==> src/rtl/div_if.sv <==
// Handshake and data bundle between the EX stage and the sequential divider.
// The master side issues a divide request and the slave side returns the result.
interface div_if #(
    parameter int WIDTH = 32
);
    logic                   start_i;
    logic                   annul_i;
    logic                   signed_div_i;
    logic [WIDTH-1:0]       opdata1_i;
    logic [WIDTH-1:0]       opdata2_i;
    logic [2*WIDTH-1:0]     result_o;
    logic                   ready_o;

    modport master (
        output start_i,
        output annul_i,
        output signed_div_i,
        output opdata1_i,
        output opdata2_i,
        input  result_o,
        input  ready_o
    );

    modport slave (
        input  start_i,
        input  annul_i,
        input  signed_div_i,
        input  opdata1_i,
        input  opdata2_i,
        output result_o,
        output ready_o
    );
endinterface

==> src/rtl/div_seq.sv <==
// Sequential restoring divider: one quotient bit per clock, signed or unsigned.
// The result is {remainder, quotient} and is held while EX keeps start_i high.
module div_seq #(
    parameter int WIDTH = 32
) (
    input  logic    clk,
    input  logic    rst,
    div_if.slave    bus
);

    localparam logic [5:0] LAST_STEP = 6'(WIDTH - 1);

    typedef enum logic [1:0] {
        FREE   = 2'd0,
        BYZERO = 2'd1,
        ON     = 2'd2,
        END    = 2'd3
    } state_t;

    function automatic logic [WIDTH-1:0] negate_f(input logic [WIDTH-1:0] v);
        return ~v + WIDTH'(1);
    endfunction

    function automatic logic [WIDTH-1:0] cond_negate_f(input logic [WIDTH-1:0] v,
                                                       input logic            neg);
        return neg ? negate_f(v) : v;
    endfunction

    state_t                 state_r;
    logic [5:0]             cnt_r;
    logic [2*WIDTH-1:0]     acc_r;
    logic [WIDTH-1:0]       divisor_r;
    logic                   signed_r;
    logic                   dvd_neg_r;
    logic                   dvs_neg_r;
    logic [2*WIDTH-1:0]     result_r;
    logic                   ready_r;

    logic                   go_s;
    logic                   stop_s;
    logic                   divisor_zero_s;
    logic                   dvd_neg_s;
    logic                   dvs_neg_s;
    logic [WIDTH-1:0]       dvd_mag_s;
    logic [WIDTH-1:0]       dvs_mag_s;
    logic [2*WIDTH:0]       shifted_s;
    logic [WIDTH:0]         trial_s;
    logic [2*WIDTH-1:0]     acc_next_s;
    logic [WIDTH-1:0]       quo_fix_s;
    logic [WIDTH-1:0]       rem_fix_s;

    assign go_s           = bus.start_i & ~bus.annul_i;
    assign stop_s         = bus.annul_i | ~bus.start_i;
    assign divisor_zero_s = (bus.opdata2_i == {WIDTH{1'b0}});

    // Signed operands enter the datapath as magnitudes; signs are fixed up at the end.
    assign dvd_neg_s = bus.signed_div_i & bus.opdata1_i[WIDTH-1];
    assign dvs_neg_s = bus.signed_div_i & bus.opdata2_i[WIDTH-1];
    assign dvd_mag_s = cond_negate_f(bus.opdata1_i, dvd_neg_s);
    assign dvs_mag_s = cond_negate_f(bus.opdata2_i, dvs_neg_s);

    // One restoring step over the 65-bit {partial remainder, quotient} window.
    assign shifted_s  = {acc_r, 1'b0};
    assign trial_s    = shifted_s[2*WIDTH:WIDTH] - {1'b0, divisor_r};
    assign acc_next_s = trial_s[WIDTH] ? shifted_s[2*WIDTH-1:0]
                                       : {trial_s[WIDTH-1:0], shifted_s[WIDTH-1:1], 1'b1};

    // Quotient sign follows the operand-sign XOR, remainder follows the dividend.
    assign quo_fix_s = cond_negate_f(acc_next_s[WIDTH-1:0],
                                     signed_r & (dvd_neg_r ^ dvs_neg_r));
    assign rem_fix_s = cond_negate_f(acc_next_s[2*WIDTH-1:WIDTH],
                                     signed_r & dvd_neg_r);

    assign bus.result_o = result_r;
    assign bus.ready_o  = ready_r;

    // Control FSM, step counter, datapath register and registered result.
    always_ff @(posedge clk) begin
        if (rst) begin
            state_r   <= FREE;
            cnt_r     <= 6'd0;
            acc_r     <= {(2*WIDTH){1'b0}};
            divisor_r <= {WIDTH{1'b0}};
            signed_r  <= 1'b0;
            dvd_neg_r <= 1'b0;
            dvs_neg_r <= 1'b0;
            result_r  <= {(2*WIDTH){1'b0}};
            ready_r   <= 1'b0;
        end else begin
            case (state_r)
                FREE: begin
                    ready_r  <= 1'b0;
                    result_r <= {(2*WIDTH){1'b0}};
                    if (go_s) begin
                        if (divisor_zero_s) begin
                            state_r <= BYZERO;
                        end else begin
                            state_r   <= ON;
                            cnt_r     <= 6'd0;
                            acc_r     <= {{WIDTH{1'b0}}, dvd_mag_s};
                            divisor_r <= dvs_mag_s;
                            signed_r  <= bus.signed_div_i;
                            dvd_neg_r <= bus.opdata1_i[WIDTH-1];
                            dvs_neg_r <= bus.opdata2_i[WIDTH-1];
                        end
                    end else begin
                        state_r <= FREE;
                    end
                end
                BYZERO: begin
                    result_r <= {(2*WIDTH){1'b0}};
                    if (stop_s) begin
                        state_r <= FREE;
                        ready_r <= 1'b0;
                    end else begin
                        state_r <= END;
                        ready_r <= 1'b1;
                    end
                end
                ON: begin
                    if (stop_s) begin
                        state_r  <= FREE;
                        ready_r  <= 1'b0;
                        result_r <= {(2*WIDTH){1'b0}};
                    end else begin
                        acc_r <= acc_next_s;
                        cnt_r <= cnt_r + 6'd1;
                        if (cnt_r == LAST_STEP) begin
                            state_r  <= END;
                            ready_r  <= 1'b1;
                            result_r <= {rem_fix_s, quo_fix_s};
                        end else begin
                            state_r  <= ON;
                            ready_r  <= 1'b0;
                            result_r <= {(2*WIDTH){1'b0}};
                        end
                    end
                end
                END: begin
                    if (stop_s) begin
                        state_r  <= FREE;
                        ready_r  <= 1'b0;
                        result_r <= {(2*WIDTH){1'b0}};
                    end else begin
                        state_r <= END;
                        ready_r <= 1'b1;
                    end
                end
                default: begin
                    state_r  <= FREE;
                    ready_r  <= 1'b0;
                    result_r <= {(2*WIDTH){1'b0}};
                end
            endcase
        end
    end

endmodule

==> src/flat_wrapper.sv <==
// flat-port wrapper written by rule: the top's interface ports become plain ports
module div_seq_flat 
#(
    parameter int WIDTH = 32
)
  (clk, rst, bus_start_i, bus_annul_i, bus_signed_div_i, bus_opdata1_i, bus_opdata2_i, bus_result_o, bus_ready_o);
  div_if #(.WIDTH(WIDTH)) bus_i ();
  input  logic clk;
  input  logic rst;
  input wire logic [$bits(bus_i.start_i)-1:0] bus_start_i;
  input wire logic [$bits(bus_i.annul_i)-1:0] bus_annul_i;
  input wire logic [$bits(bus_i.signed_div_i)-1:0] bus_signed_div_i;
  input wire logic [$bits(bus_i.opdata1_i)-1:0] bus_opdata1_i;
  input wire logic [$bits(bus_i.opdata2_i)-1:0] bus_opdata2_i;
  output wire logic [$bits(bus_i.result_o)-1:0] bus_result_o;
  output wire logic [$bits(bus_i.ready_o)-1:0] bus_ready_o;
  assign bus_i.start_i = bus_start_i;
  assign bus_i.annul_i = bus_annul_i;
  assign bus_i.signed_div_i = bus_signed_div_i;
  assign bus_i.opdata1_i = bus_opdata1_i;
  assign bus_i.opdata2_i = bus_opdata2_i;
  assign bus_result_o = bus_i.result_o;
  assign bus_ready_o = bus_i.ready_o;
  div_seq #(.WIDTH(WIDTH)) u_core (.clk(clk), .rst(rst), .bus(bus_i));
endmodule
==> config.mk <==
export PLATFORM = sky130hd
export DESIGN_NAME = div_seq_flat
export DESIGN_NICKNAME = d
export VERILOG_FILES = /design/src/rtl/div_if.sv /design/src/rtl/div_seq.sv /design/src/flat_wrapper.sv
export SDC_FILE = /design/constraint.sdc
export NUM_CORES = 1
export LEC_CHECK = 0
export BUFFER_PORTS_ARGS = -buffer_cell sky130_fd_sc_hd__buf_2
export CORE_MARGIN = 3
export CORE_UTILIZATION = 40
export CTS_CLUSTER_SIZE = 12
export DETAILED_ROUTE_END_ITERATION = 10
export SETUP_SLACK_MARGIN = 0.3
export SLEW_MARGIN = 10
export SYNTH_ARGS = -nofsm -noshare
export SYNTH_HDL_FRONTEND = slang
export SYNTH_SLANG_ARGS = --single-unit
==> constraint.sdc <==
create_clock -name clk -period 10.6 [get_ports clk]
set_input_delay 1.59 -clock clk [delete_from_list [all_inputs] [get_ports clk]]
set_output_delay 1.59 -clock clk [all_outputs]
set_load 0.005 [all_outputs]
### Yosys cells after proc, flatten, opt, wreduce, memory -nomap -nowiden

Index checks and enable logic that the tools add are counted.

| storage, ports and cells | value |
|---|---|
| register bits after elaboration | 172 |
| output and inout port bits | 65 |

| cells by class | value |
|---|---|
| $add $sub $neg | 6 |
| equal/unequal tests | 8 |
| multiplexer cells | 27 |
| bitwise operators | 14 |
| reductions and logical operators | 7 |

Operator list:

| kind | number |
|---|---|
| 2-to-1 mux 64 bit | 7 |
| one-hot mux 64 bit (3 select lines) | 1 |
| adder 32 x 1 -> 32 bit, second input constant | 4 |
| 2-to-1 mux 32 bit | 4 |
| inverter 32 bit | 4 |
| one-hot mux 64 bit (2 select lines) | 1 |
| subtractor 33 x 32 -> 33 bit | 1 |
| logical NOT 32 bit | 1 |
| 2-to-1 mux 6 bit | 3 |
| one-hot mux 6 bit (2 select lines) | 1 |
| 2-to-1 mux 2 bit | 4 |
| adder 6 x 1 -> 6 bit, second input constant | 1 |
| equality test 6 x 5 -> 1 bit, second input constant | 1 |
| one-hot mux 2 bit (3 select lines) | 1 |
| bitwise AND 1 bit | 5 |
| equality test 2 bit, second input constant | 2 |
| 2-to-1 mux 1 bit | 4 |
| inequality test 2 x 1 -> 1 bit, second input constant | 2 |
| inequality test 2 bit, second input constant | 2 |
| AND reduction 4 bit | 1 |
| OR reduction 2 bit | 2 |
| inverter 1 bit | 3 |
| one-hot mux 1 bit (3 select lines) | 1 |
| AND reduction 3 bit | 1 |
| other kinds (5) | 5 |

### Depth between registers and ports, before layout

Gate-level depths: netlist (run 1).

| logic depth | value |
|---|---|
| depth in word-level cells | 8 |
| gate-level depth with buffers | 22 |

### Least setup slack after synthesis (run 1)

Ideal clock, no wire load.

| timing path | value |
|---|---|
| kind | in2reg |
| from | in bus_opdata2_i[0] |
| to | reg u_core.acc_r[26] |
| library setup time | 0.128 ns |
| data arrival time | 4.029 ns |
| data required time | 10.472 ns |
| slack | 6.443 ns |
| cell stages on the path | 14 |
| path through | inv_1 -> ha_1 -> nor4b_1 -> nand2_1 -> nor3_1 -> and3_1 -> nand2_1 -> o21bai_1 -> or2_2 -> clkbuf_1 -> clkbuf_1 -> a221oi_1 -> a21oi_1 -> nor2_1 |

| between the ends | value |
|---|---|
| longest elaborated chain between the ends | 3 |

RTL lines:

| what | RTL line | text |
|---|---|---|
| from (decl) | flat_wrapper.sv:14 | `input wire logic [$bits(bus_i.opdata2_i)-1:0] bus_opdata2_i;` |
| logical NOT 32 bit | div_seq.sv:54 | `assign divisor_zero_s = (bus.opdata2_i == {WIDTH{1'b0}});` |
| inequality test 2 bit (no source line) | -- |  |
| AND reduction 4 bit (no source line) | -- |  |
| to (signal assigned) | div_seq.sv:82 | `acc_r <= {(2*WIDTH){1'b0}};` |
| to (signal assigned) | div_seq.sv:100 | `acc_r <= {{WIDTH{1'b0}}, dvd_mag_s};` |
| to (signal assigned) | div_seq.sv:126 | `acc_r <= acc_next_s;` |
| to (decl) | div_seq.sv:31 | `logic [2*WIDTH-1:0] acc_r;` |

Every way passes these cells.
A chain may end at the register's enable or synchronous reset.

### Final worst setup path (run 1)

| timing path | value |
|---|---|
| from | reg u_core.acc_r[31] |
| to | reg u_core.result_r[60], in the netlist u_core.bus.result_o[60] |

| between the ends | value |
|---|---|
| longest elaborated chain between the ends | 8 |

RTL lines:

| what | RTL line | text |
|---|---|---|
| subtractor 33 x 32 -> 33 bit | div_seq.sv:64 | `assign trial_s = shifted_s[2*WIDTH:WIDTH] - {1'b0, divisor_r};` |
| 2-to-1 mux 64 bit * | div_seq.sv:65 | `assign acc_next_s = trial_s[WIDTH] ? shifted_s[2*WIDTH-1:0]` |
| inverter 32 bit | div_seq.sv:21 | `return ~v + WIDTH'(1);` |
| adder 32 x 1 -> 32 bit | div_seq.sv:21 |  |
| 2-to-1 mux 32 bit * | div_seq.sv:26 | `return neg ? negate_f(v) : v;` |
| 2-to-1 mux 64 bit * | div_seq.sv:128 | `if (cnt_r == LAST_STEP) begin` |
| 2-to-1 mux 64 bit * | div_seq.sv:121 | `if (stop_s) begin` |
| one-hot mux 64 bit (3 select lines) * | div_seq.sv:90 | `case (state_r)` |
| to (signal assigned) | div_seq.sv:93 | `result_r <= {(2*WIDTH){1'b0}};` |
| to (signal assigned) | div_seq.sv:124 | `result_r <= {(2*WIDTH){1'b0}};` |
| to (signal assigned) | div_seq.sv:131 | `result_r <= {rem_fix_s, quo_fix_s};` |
| to (decl) | div_seq.sv:36 | `logic [2*WIDTH-1:0] result_r;` |

Every way passes the cells marked *; elsewhere a longest branch is shown, timed or not.

==> results of run 1 <==
cell families (layout without fill, tap and decap cells):
group                    Yosys count  in the layout  synth area share (%)
multiplexers                      31             31                 2.808
flip-flops                       172            172                 29.39
AND/OR/NAND/NOR                  546            546                 21.43
XOR/XNOR                         139            139                 10.39
adder cells (fa/ha/maj)           38             38                 4.122
AO/OA/AOI/OAI                    459            459                 26.26
buffers and inverters            159            245                 5.606
state kept, by name (all words and copies together), names as in the netlist:
signal               cells
u_core.cnt_r             6
u_core.dvd_neg_r         1
u_core.signed_r          1
u_core.dvs_neg_r         1
u_core.state_r           2
u_core.bus.result_o     64
u_core.divisor_r        32
u_core.acc_r            64
u_core.bus.ready_o       1
cells in the final DEF (no fill, tap or decap), types with 7 or more instances in the layout:
master     instances
nor2_1           209
dfxtp_1          172
nand2_1          157
buf_2            132
a21oi_1          117
xnor2_1           83
o21ai_0           72
inv_1             71
a22oi_1           58
xor2_1            56
a211oi_1          39
ha_1              37
nor3_1            34
o21ai_1           23
o211ai_1          23
nand4_1           20
mux2i_1           19
a31oi_1           18
a221oi_1          18
nor4_1            17
clkbuf_16         17
nand3_1           16
o31ai_1           16
or3_1             15
nand2b_1          13
mux2_2            11
and2_1            10
a21o_1             9
o41ai_1            9
buf_4              9
nor2b_1            8
and3_1             7
per-stage QoR:
step | power, mW | setup WS, ns | hold slack, ns | cells
2_1_floorplan | 0.9065 | 6.443 | 0.4419 | 1544
3_3_place_gp | 0.9916 | 5.711 | 0.4369 | 1982
3_5_place_dp | 0.9934 | 5.601 | 0.4405 | 1982
4_1_cts | 1.660 | 5.759 | 0.4527 | 2014
5_1_grt | 1.724 | 5.318 | 0.4610 | 2014
6_report | 1.652 | 5.696 | 0.4474 | 2014
worst min-delay path, cell delays in order, from the launching register on:
cell     delay, ns
dfxtp_1       0.31
nand2_1       0.05
o21ai_1       0.05
worst max path at each step:
stage / start / to / slack (ns) / cells past startpoint
after global placement: bus_opdata2_i[0] / u_core.acc_r[30]$_SDFFE_PP0P_ / 5.71 / 14
after detailed placement: bus_opdata2_i[0] / u_core.acc_r[23]$_SDFFE_PP0P_ / 5.60 / 14
after CTS: u_core.acc_r[31]$_SDFFE_PP0P_ / u_core.bus.result_o[60]$_SDFFE_PP0P_ / 5.76 / 18
after floorplan: bus_opdata2_i[0] / u_core.acc_r[26]$_SDFFE_PP0P_ / 6.44 / 14
final: u_core.acc_r[31]$_SDFFE_PP0P_ / u_core.bus.result_o[60]$_SDFFE_PP0P_ / 5.70 / 18
after global routing: u_core.acc_r[31]$_SDFFE_PP0P_ / u_core.bus.result_o[56]$_SDFFE_PP0P_ / 5.32 / 18
metal layers:
| layer | track usage [%] | part of all wire [%] | vias up |
|---|---|---|---|
| met4 | 6.907 | 2.5 | 2 |
| met5 | 0 | 0.019 | - |
| met2 | 36.14 | 45 | 312 |
| li1 | - | - | 5698 |
| met1 | 31.65 | 47 | 5326 |
| met3 | 3.282 | 4.9 | 60 |
area by class of cell:
cell class	count	area, um^2
multi-input cells	1213	7629
clock buffers	17	425.4
flip-flops and latches	172	3443
inverters	72	275.3
repair buffers	141	728.2
clock inverters	15	211.5
well taps	384	480.5
fillers	2941	15590
power groups by stage:
stage / Clock, mW / Sequential (mW) / Combinational [mW]
after floorplan: 0 / 0.687 / 0.220
after global placement: 0 / 0.691 / 0.300
after detailed placement: 0 / 0.692 / 0.302
after CTS: 0.681 / 0.677 / 0.303
after global routing: 0.706 / 0.679 / 0.339
final: 0.669 / 0.677 / 0.306
==> run summary, run 1 <==
maxcap violations - 0
Hold Path Sink - u_core.bus.result_o[61]$_SDFFE_PP0P_
routed len/inst - 18.01 um
vias per inst - 5.659
DIE AREA - 31380 um^2
worst reg-to-reg setup slack - 5.70 ns
Core ar. - 28780 um^2
CP peak stage delay - 0.65 ns
via count - 11398
Cell Int Power - 1.100 mW
Num CTS Buffers - 17
Crit path required time - 10.90 ns
Worst Hold Class - reg -> reg
Port Buf Inserts - 133
Top FF cell, synth - dfxtp_1
R2R Path Start - u_core.acc_r[31]$_SDFFE_PP0P_
final hold viol count - 0
post-synth top area share - 29.39%
Final nets - 1724
Clock Tree Buf Depth - 2
syn_area_per_cell - 7.589 um^2
final wirelength - 36280 um
Setup-failing EPs final - 0
clk_lat worst skew - 0.45 ns
PD cells - 125.2 nW/um^2
Slew Limit Fails - 0
Final Instance Area - 13190 um^2
worst-path cell chain - inv_1, ha_1, inv_1, fa_1, a211oi_2, o211ai_2, nand3_2, a21oi_2, o2111ai_4, and3_4, mux2i_1, ha_1, nand4_1, mux2_2, nor3_2, a41oi_1, xnor2_1, o21ai_1
synth top area cells - dfxtp_1 29%, nor2_1 6.7%, xnor2_1 6.2%
Leakage - 5.164 nW
Post-CTS Hold Buffers - 0
# IOs - 134
CP delay by family, top - simple AND/OR/NAND/NOR gates
crit path capture type - register
Synth Net Count - 1651
Worst path slowest cell - and3_4
min-delay src - u_core.bus.result_o[61]$_SDFFE_PP0P_
ant diodes - 0
Commonest cells post-synth - 210 x nor2_1, 172 x dfxtp_1, 157 x nand2_1
Post-CTS Setup Bufs - 0
Final Skew - 0.01886 ns
htree depth - 4
Initial Utilization - 40.71%
RR Endpoint - u_core.bus.result_o[60]$_SDFFE_PP0P_
antenna viol nets, final - 0
Layout area overhead - 12.59%
largest net degree at the start of global routing - 83
vias in the first global route - 10599
Setup TNS - 0 ns
grt ovf - 0
EDFF count, synth - 0
fin util - 45.84%
layout cell share with drive strength beyond 1 - 13.74%
CP Buf/Inv Count - 2
DRC - 0
Ys Warns - 0
Hold Crit Depth - 2
status - complete, no violations
Area after DPL - 12560 um^2
sequential-to-total area share from yosys stat - 29.39%
CTS Sinks - 172
Switching Fraction - 33.44%
Distinct cells, synth - 87
Slew HR - 20.39%
first-pass GRT wire length - 57410 um
gr usage total - 22.65%
CTS tree - built
Achievable Freq - 203.9 MHz
asr flop ratio synth - 0%
post-cts resize count - 0
placer congestion estimate - 0.9194
Die Wd - 177.2 um
CP max FO - 45
Min Clock Period, post-route - 4.904 ns
unrepaired setup endpoints after global routing - false
Sequential Power Share - 41.0%
initial antenna violation count - 1
CP Launch Type - register
# rows - 62
clk slew on worst S/H paths - 0.08 ns
dominant cell type by area after synthesis - dfxtp_1
Reg2Reg Depth - 18
critical path class - reg -> reg
Yosys reg bits - 172
DRT Pass-1 Iters - 5
peak supply drop - 0.07374 mV
chip height - 177.2 um
clock root buffer - clkbuf_16
most common cell in the netlist - nor2_1
clock power share - 40.5%
Gate Count Post-Synth - 1544
Final HPWL DP - 27250 um
Post-Syn Area - 11720 um^2
Comb power frac - 18.5%
Critical Path AT - 5.20 ns
switching power - 0.5524 mW
crit share post-route - 46.27%
Initial DRC Count - 1046
Worst Tran Pin Value - 1.189 ns
(Power assumes the default switching activity.)
==> run 2: changes to the inputs <==
- clock period: 10.6 -> 4.9 ns (I/O delays scaled with it)
==> run 2 against run 1 <==
  * Sequential share of layout area decreased by 0.15 points
  * Clock power grew 110%
  * Design area rose by 0.57%
  * Flip-flop and latch count is the same
  * Combinational power is 120% higher
  * Utilization grew 0.26 points
  * Hold slack got worse by 0.0016 ns
  * Routed wire length is 0.48% higher
  * Maximum frequency increased by 13%
  * Count of clock-buffer cells in the layout stayed put
  * Die area stayed put
  * Highest routed layer is now met4
  * Sequential power rose by 120%
==> run summary, run 2 (synthesized netlist as in run 1, its figures left out) <==
Worst Tran Pin Value - 1.051 ns
layout cell share with drive strength beyond 1 - 14.30%
Area after DPL - 12610 um^2
CP delay by family, top - compound AO/OA/AOI/OAI gates
worst-path cell chain - inv_1, ha_1, inv_1, fa_1, a211oi_4, o211ai_2, nand3_2, a21oi_2, o2111ai_4, and3_4, mux2i_2, ha_2, nand4_1, mux2_2, nor3_4, a41oi_1, xnor2_1, o21ai_1
Leakage - 5.203 nW
Initial DRC Count - 1012
grt ovf - 0
DRT Pass-1 Iters - 5
peak supply drop - 0.1982 mV
Worst path slowest cell - fa_1
Layout area overhead - 13.23%
commonest non-fill, non-tap cell in the layout - nor2_1
Worst Hold Class - reg -> reg
Clock Tree Buf Depth - 2
Fin Hold WS - 0.4458 ns
CP max FO - 9
Die Wd - 177.2 um
Place WS - 0.4078 ns
Num CTS Buffers - 17
# rows - 62
CTS tree - built
first-pass GRT wire length - 57330 um
Final HPWL DP - 27420 um
PD cells - 268.5 nW/um^2
clk slew on worst S/H paths - 0.08 ns
status - complete, no violations
crit share post-route - 88.85%
Final Skew - 0.01515 ns
routed wl met3 - 1632 um
Setup TNS - 0 ns
Crit path required time - 5.19 ns
critical path class - reg -> reg
DRC - 0
antenna viol nets, final - 0
Initial Utilization - 40.71%
DIE AREA - 31380 um^2
met2 routed WL - 16700 um
Port Buf Inserts - 133
Final Worst Setup Slack - 0.5462 ns
chip height - 177.2 um
unrepaired setup endpoints after global routing - true
Min Clock Period, post-route - 4.354 ns
clk_lat worst skew - 0.44 ns
CP Launch Type - register
Slew HR - 29.92%
leading cell types in the layout, fill and taps excluded - 209 x nor2_1, 172 x dfxtp_1, 157 x nand2_1
Top Layer Used - met4
Critical Path AT - 4.65 ns
vias in the first global route - 10461
via count - 11341
Core ar. - 28780 um^2
initial antenna violation count - 1
crit path capture type - register
Setup-failing EPs final - 0
DP Cell Count - 1988
final hold viol count - 0
maxcap violations - 0
vias per inst - 5.612
DRT met1 WL - 17260 um
Final Instance Area - 13270 um^2
gr usage total - 22.85%
CP Buf/Inv Count - 2
Post-CTS Setup Bufs - 0
htree depth - 4
Layout Cells excl Fill - 2021
Slew Limit Fails - 0
placer congestion estimate - 0.9127
CP peak stage delay - 0.46 ns
final wirelength - 36450 um
CP dominant cell by count - inv_1
Achievable Freq - 229.7 MHz
clock root buffer - clkbuf_16
# IOs - 134
routed len/inst - 18.04 um
largest net degree at the start of global routing - 83
CTS Sinks - 172
Final nets - 1730
run 2: layout make-up:
class	instances	area [um^2]
fill	2890	15510
multi-input combinational	1213	7659
sequential	172	3443
timing repair buffer	147	789.5
tap	384	480.5
clock buffer	17	425.4
inverter	72	275.3
clock inverter	15	192.7
antenna	1	2.502
run 2: power by group:
| part | internal (mW) | switching, mW | total [mW] |
|---|---|---|---|
| clock | 0.741 | 0.685 | 1.43 |
| combinational | 0.240 | 0.433 | 0.673 |
| sequential | 1.43 | 0.0326 | 1.46 |
run 2: through the flow:
step	utilization (%)	power, mW
6_report	46.10	3.563
5_1_grt	46.10	3.719
4_1_cts	45.97	3.581
3_5_place_dp	43.82	2.154
3_3_place_gp	43.82	2.149
2_1_floorplan	-	1.961
run 2: layer usage:
layer,vias to the layer above,track usage [%]
met1,5302,32.30
met5,-,0
met4,0,7.005
li1,5682,-
met2,301,36.27
met3,56,2.917
run 2: final timing paths:
check | end | startpoint | slack [ns] | depth (start not counted)
setup / recovery | u_core.bus.result_o[60]$_SDFFE_PP0P_ | u_core.acc_r[31]$_SDFFE_PP0P_ | 0.55 | 18
hold / removal | u_core.bus.result_o[49]$_SDFFE_PP0P_ | u_core.bus.result_o[49]$_SDFFE_PP0P_ | 0.45 | 2
setup reg to reg | u_core.bus.result_o[60]$_SDFFE_PP0P_ | u_core.acc_r[31]$_SDFFE_PP0P_ | 0.55 | 18
hold reg to reg | u_core.bus.result_o[49]$_SDFFE_PP0P_ | u_core.bus.result_o[49]$_SDFFE_PP0P_ | 0.45 | 2
run 2: tightest hold or removal path, delay by kind of cell (launching register included):
kind | cells | cell delay [ns]
and+or+nand+nor | 1 | 0.05
AOI/OAI and AO/OA | 1 | 0.05
DFF | 1 | 0.31
run 2: what timing repair did:
action | 4_1_cts | 5_1_grt
setup endpoints to repair | 0 | 16
resized for setup | 0 | 8
hold buffers | 0 | 0
==> run 3: changes to the inputs <==
- CORE_UTILIZATION: 40 -> 45
==> run 3 against run 2 <==
  * Register-to-register slack better by 0.05 ns
  * Die area is 11% lower
  * Non-clock buffer count is 1 higher
  * Flip-flop and latch count stayed put
  * Clock skew is 0.0051 ns higher
  * Count of clock-buffer cells in the layout stayed put
  * Utilization is 5.8 points higher
  * Worst setup slack better by 0.046 ns
  * First-iteration DRC count is 12% higher
  * Via count is 1.7% higher
  * Critical path depth stayed put
  * Critical path type unchanged
  * Largest cell class unchanged
  * Highest routed layer unchanged
==> run summary, run 3 (synthesized netlist as in run 1, its figures left out) <==
antenna viol nets, final - 0
unrepaired setup endpoints after global routing - false
Crit. Startpoint - u_core.acc_r[31]$_SDFFE_PP0P_
clk slew on worst S/H paths - 0.08 ns
Slew HR - 21.40%
total power - 3.532 mW
critical path class - reg -> reg
CTS Sinks - 172
vias per inst - 5.863
Final Worst Setup Slack - 0.5920 ns
CP Launch Type - register
Final nets - 1731
Area after DPL - 12550 um^2
largest net degree at the start of global routing - 83
final hold viol count - 0
status - complete, no violations
Worst path slowest cell - fa_1
final wirelength - 36960 um
Num CTS Buffers - 17
# rows - 58
worst-path cell chain - inv_1, ha_1, inv_1, fa_1, a211oi_2, o211ai_2, nand3_2, a21oi_2, o2111ai_4, and3_4, mux2i_4, ha_2, nand4_1, mux2_2, or2_1, o31ai_2, xnor2_1, o21ai_1
clock root buffer - clkbuf_16
layout cell share with drive strength beyond 1 - 14.36%
Worst Hold Class - reg -> reg
maxcap violations - 0
crit path capture type - register
ant diodes - 0
PD cells - 267.9 nW/um^2
Layout area overhead - 12.49%
grt ovf - 0
Layout Cells excl Fill - 1967
first-pass GRT wire length - 59060 um
fin util - 51.90%
Core ar. - 25400 um^2
Clock Tree Buf Depth - 2
Achievable Freq - 232.1 MHz
Min Clock Period, post-route - 4.308 ns
Worst Tran Pin Value - 1.174 ns
CP peak stage delay - 0.42 ns
chip height - 167.4 um
Crit path required time - 5.19 ns
DRC - 0
# IOs - 134
via count - 11532
Fin Hold WS - 0.4510 ns
CTS tree - built
Die Wd - 167.4 um
placer congestion estimate - 0.9026
Slew Limit Fails - 0
Reg2Reg Depth - 18
min-delay src - u_core.bus.result_o[45]$_SDFFE_PP0P_
routed len/inst - 18.79 um
initial antenna violation count - 0
Setup TNS - 0 ns
htree depth - 4
clk_lat worst skew - 0.45 ns
DRT Pass-1 Iters - 7
Hold Crit Depth - 2
leading cell types in the layout, fill and taps excluded - 209 x nor2_1, 172 x dfxtp_1, 157 x nand2_1
Critical Path AT - 4.60 ns
peak supply drop - 0.1907 mV
Final Skew - 0.02028 ns
CP max FO - 9
R2R Path Start - u_core.acc_r[31]$_SDFFE_PP0P_
Initial Utilization - 46.13%
commonest non-fill, non-tap cell in the layout - nor2_1
vias in the first global route - 10645
Final Instance Area - 13180 um^2
Final HPWL DP - 27500 um
Setup-failing EPs final - 0
Port Buf Inserts - 133
DIE AREA - 28010 um^2
CP dominant cell by count - inv_1
gr usage total - 25.88%
Initial DRC Count - 1129
crit share post-route - 87.92%
Place WS - 0.4850 ns
DP Cell Count - 1934
Leakage - 5.195 nW
[run 3: path summary, 6_finish.rpt]
kind / slack [ns] / to
hold / removal: 0.45 / u_core.bus.result_o[45]$_SDFFE_PP0P_
setup / recovery: 0.59 / u_core.bus.result_o[62]$_SDFFE_PP0P_
hold reg to reg: 0.45 / u_core.bus.result_o[45]$_SDFFE_PP0P_
setup reg to reg: 0.59 / u_core.bus.result_o[62]$_SDFFE_PP0P_
[run 3: cell type report]
class	instances	area (um^2)
inverters	72	275.3
multi-input cells	1213	7660
repair buffers	148	793.3
clock buffers	17	425.4
flip-flops and latches	172	3443
fillers	2594	12220
clock inverters	15	171.4
well taps	330	412.9
[run 3: critical path: cells and delay by family, from the launching register on]
kind,cells,cell delay [ns]
AOI/OAI and AO/OA,6,1.21
and+or+nand+nor,4,0.83
adders and majority gates,3,0.83
muxes,2,0.67
DFF,1,0.34
xor gates and xnor gates,1,0.15
buffers and inverters,2,0.11
[run 3: timing repair]
item / in CTS / in global routing
endpoints found under the setup margin: 0 / 10
resized for setup: 0 / 6
hold buffers: 0 / 0
buffers inserted: 0 / 1
[run 3: metal layers]
metal	routed length, um	vias to the layer above	track usage, %
met2	16110	351	39.15
met1	18050	5434	38.88
met3	2125	40	3.093
met4	682	0	7.079
met5	0	-	0
li1	-	5707	-
[run 3: where the power goes]
group	internal [mW]	switching [mW]	total [mW]	leakage, nW
Sequential	1.43	0.0333	1.47	1.40
Clock	0.688	0.702	1.39	0.288
Combinational	0.242	0.435	0.677	3.51
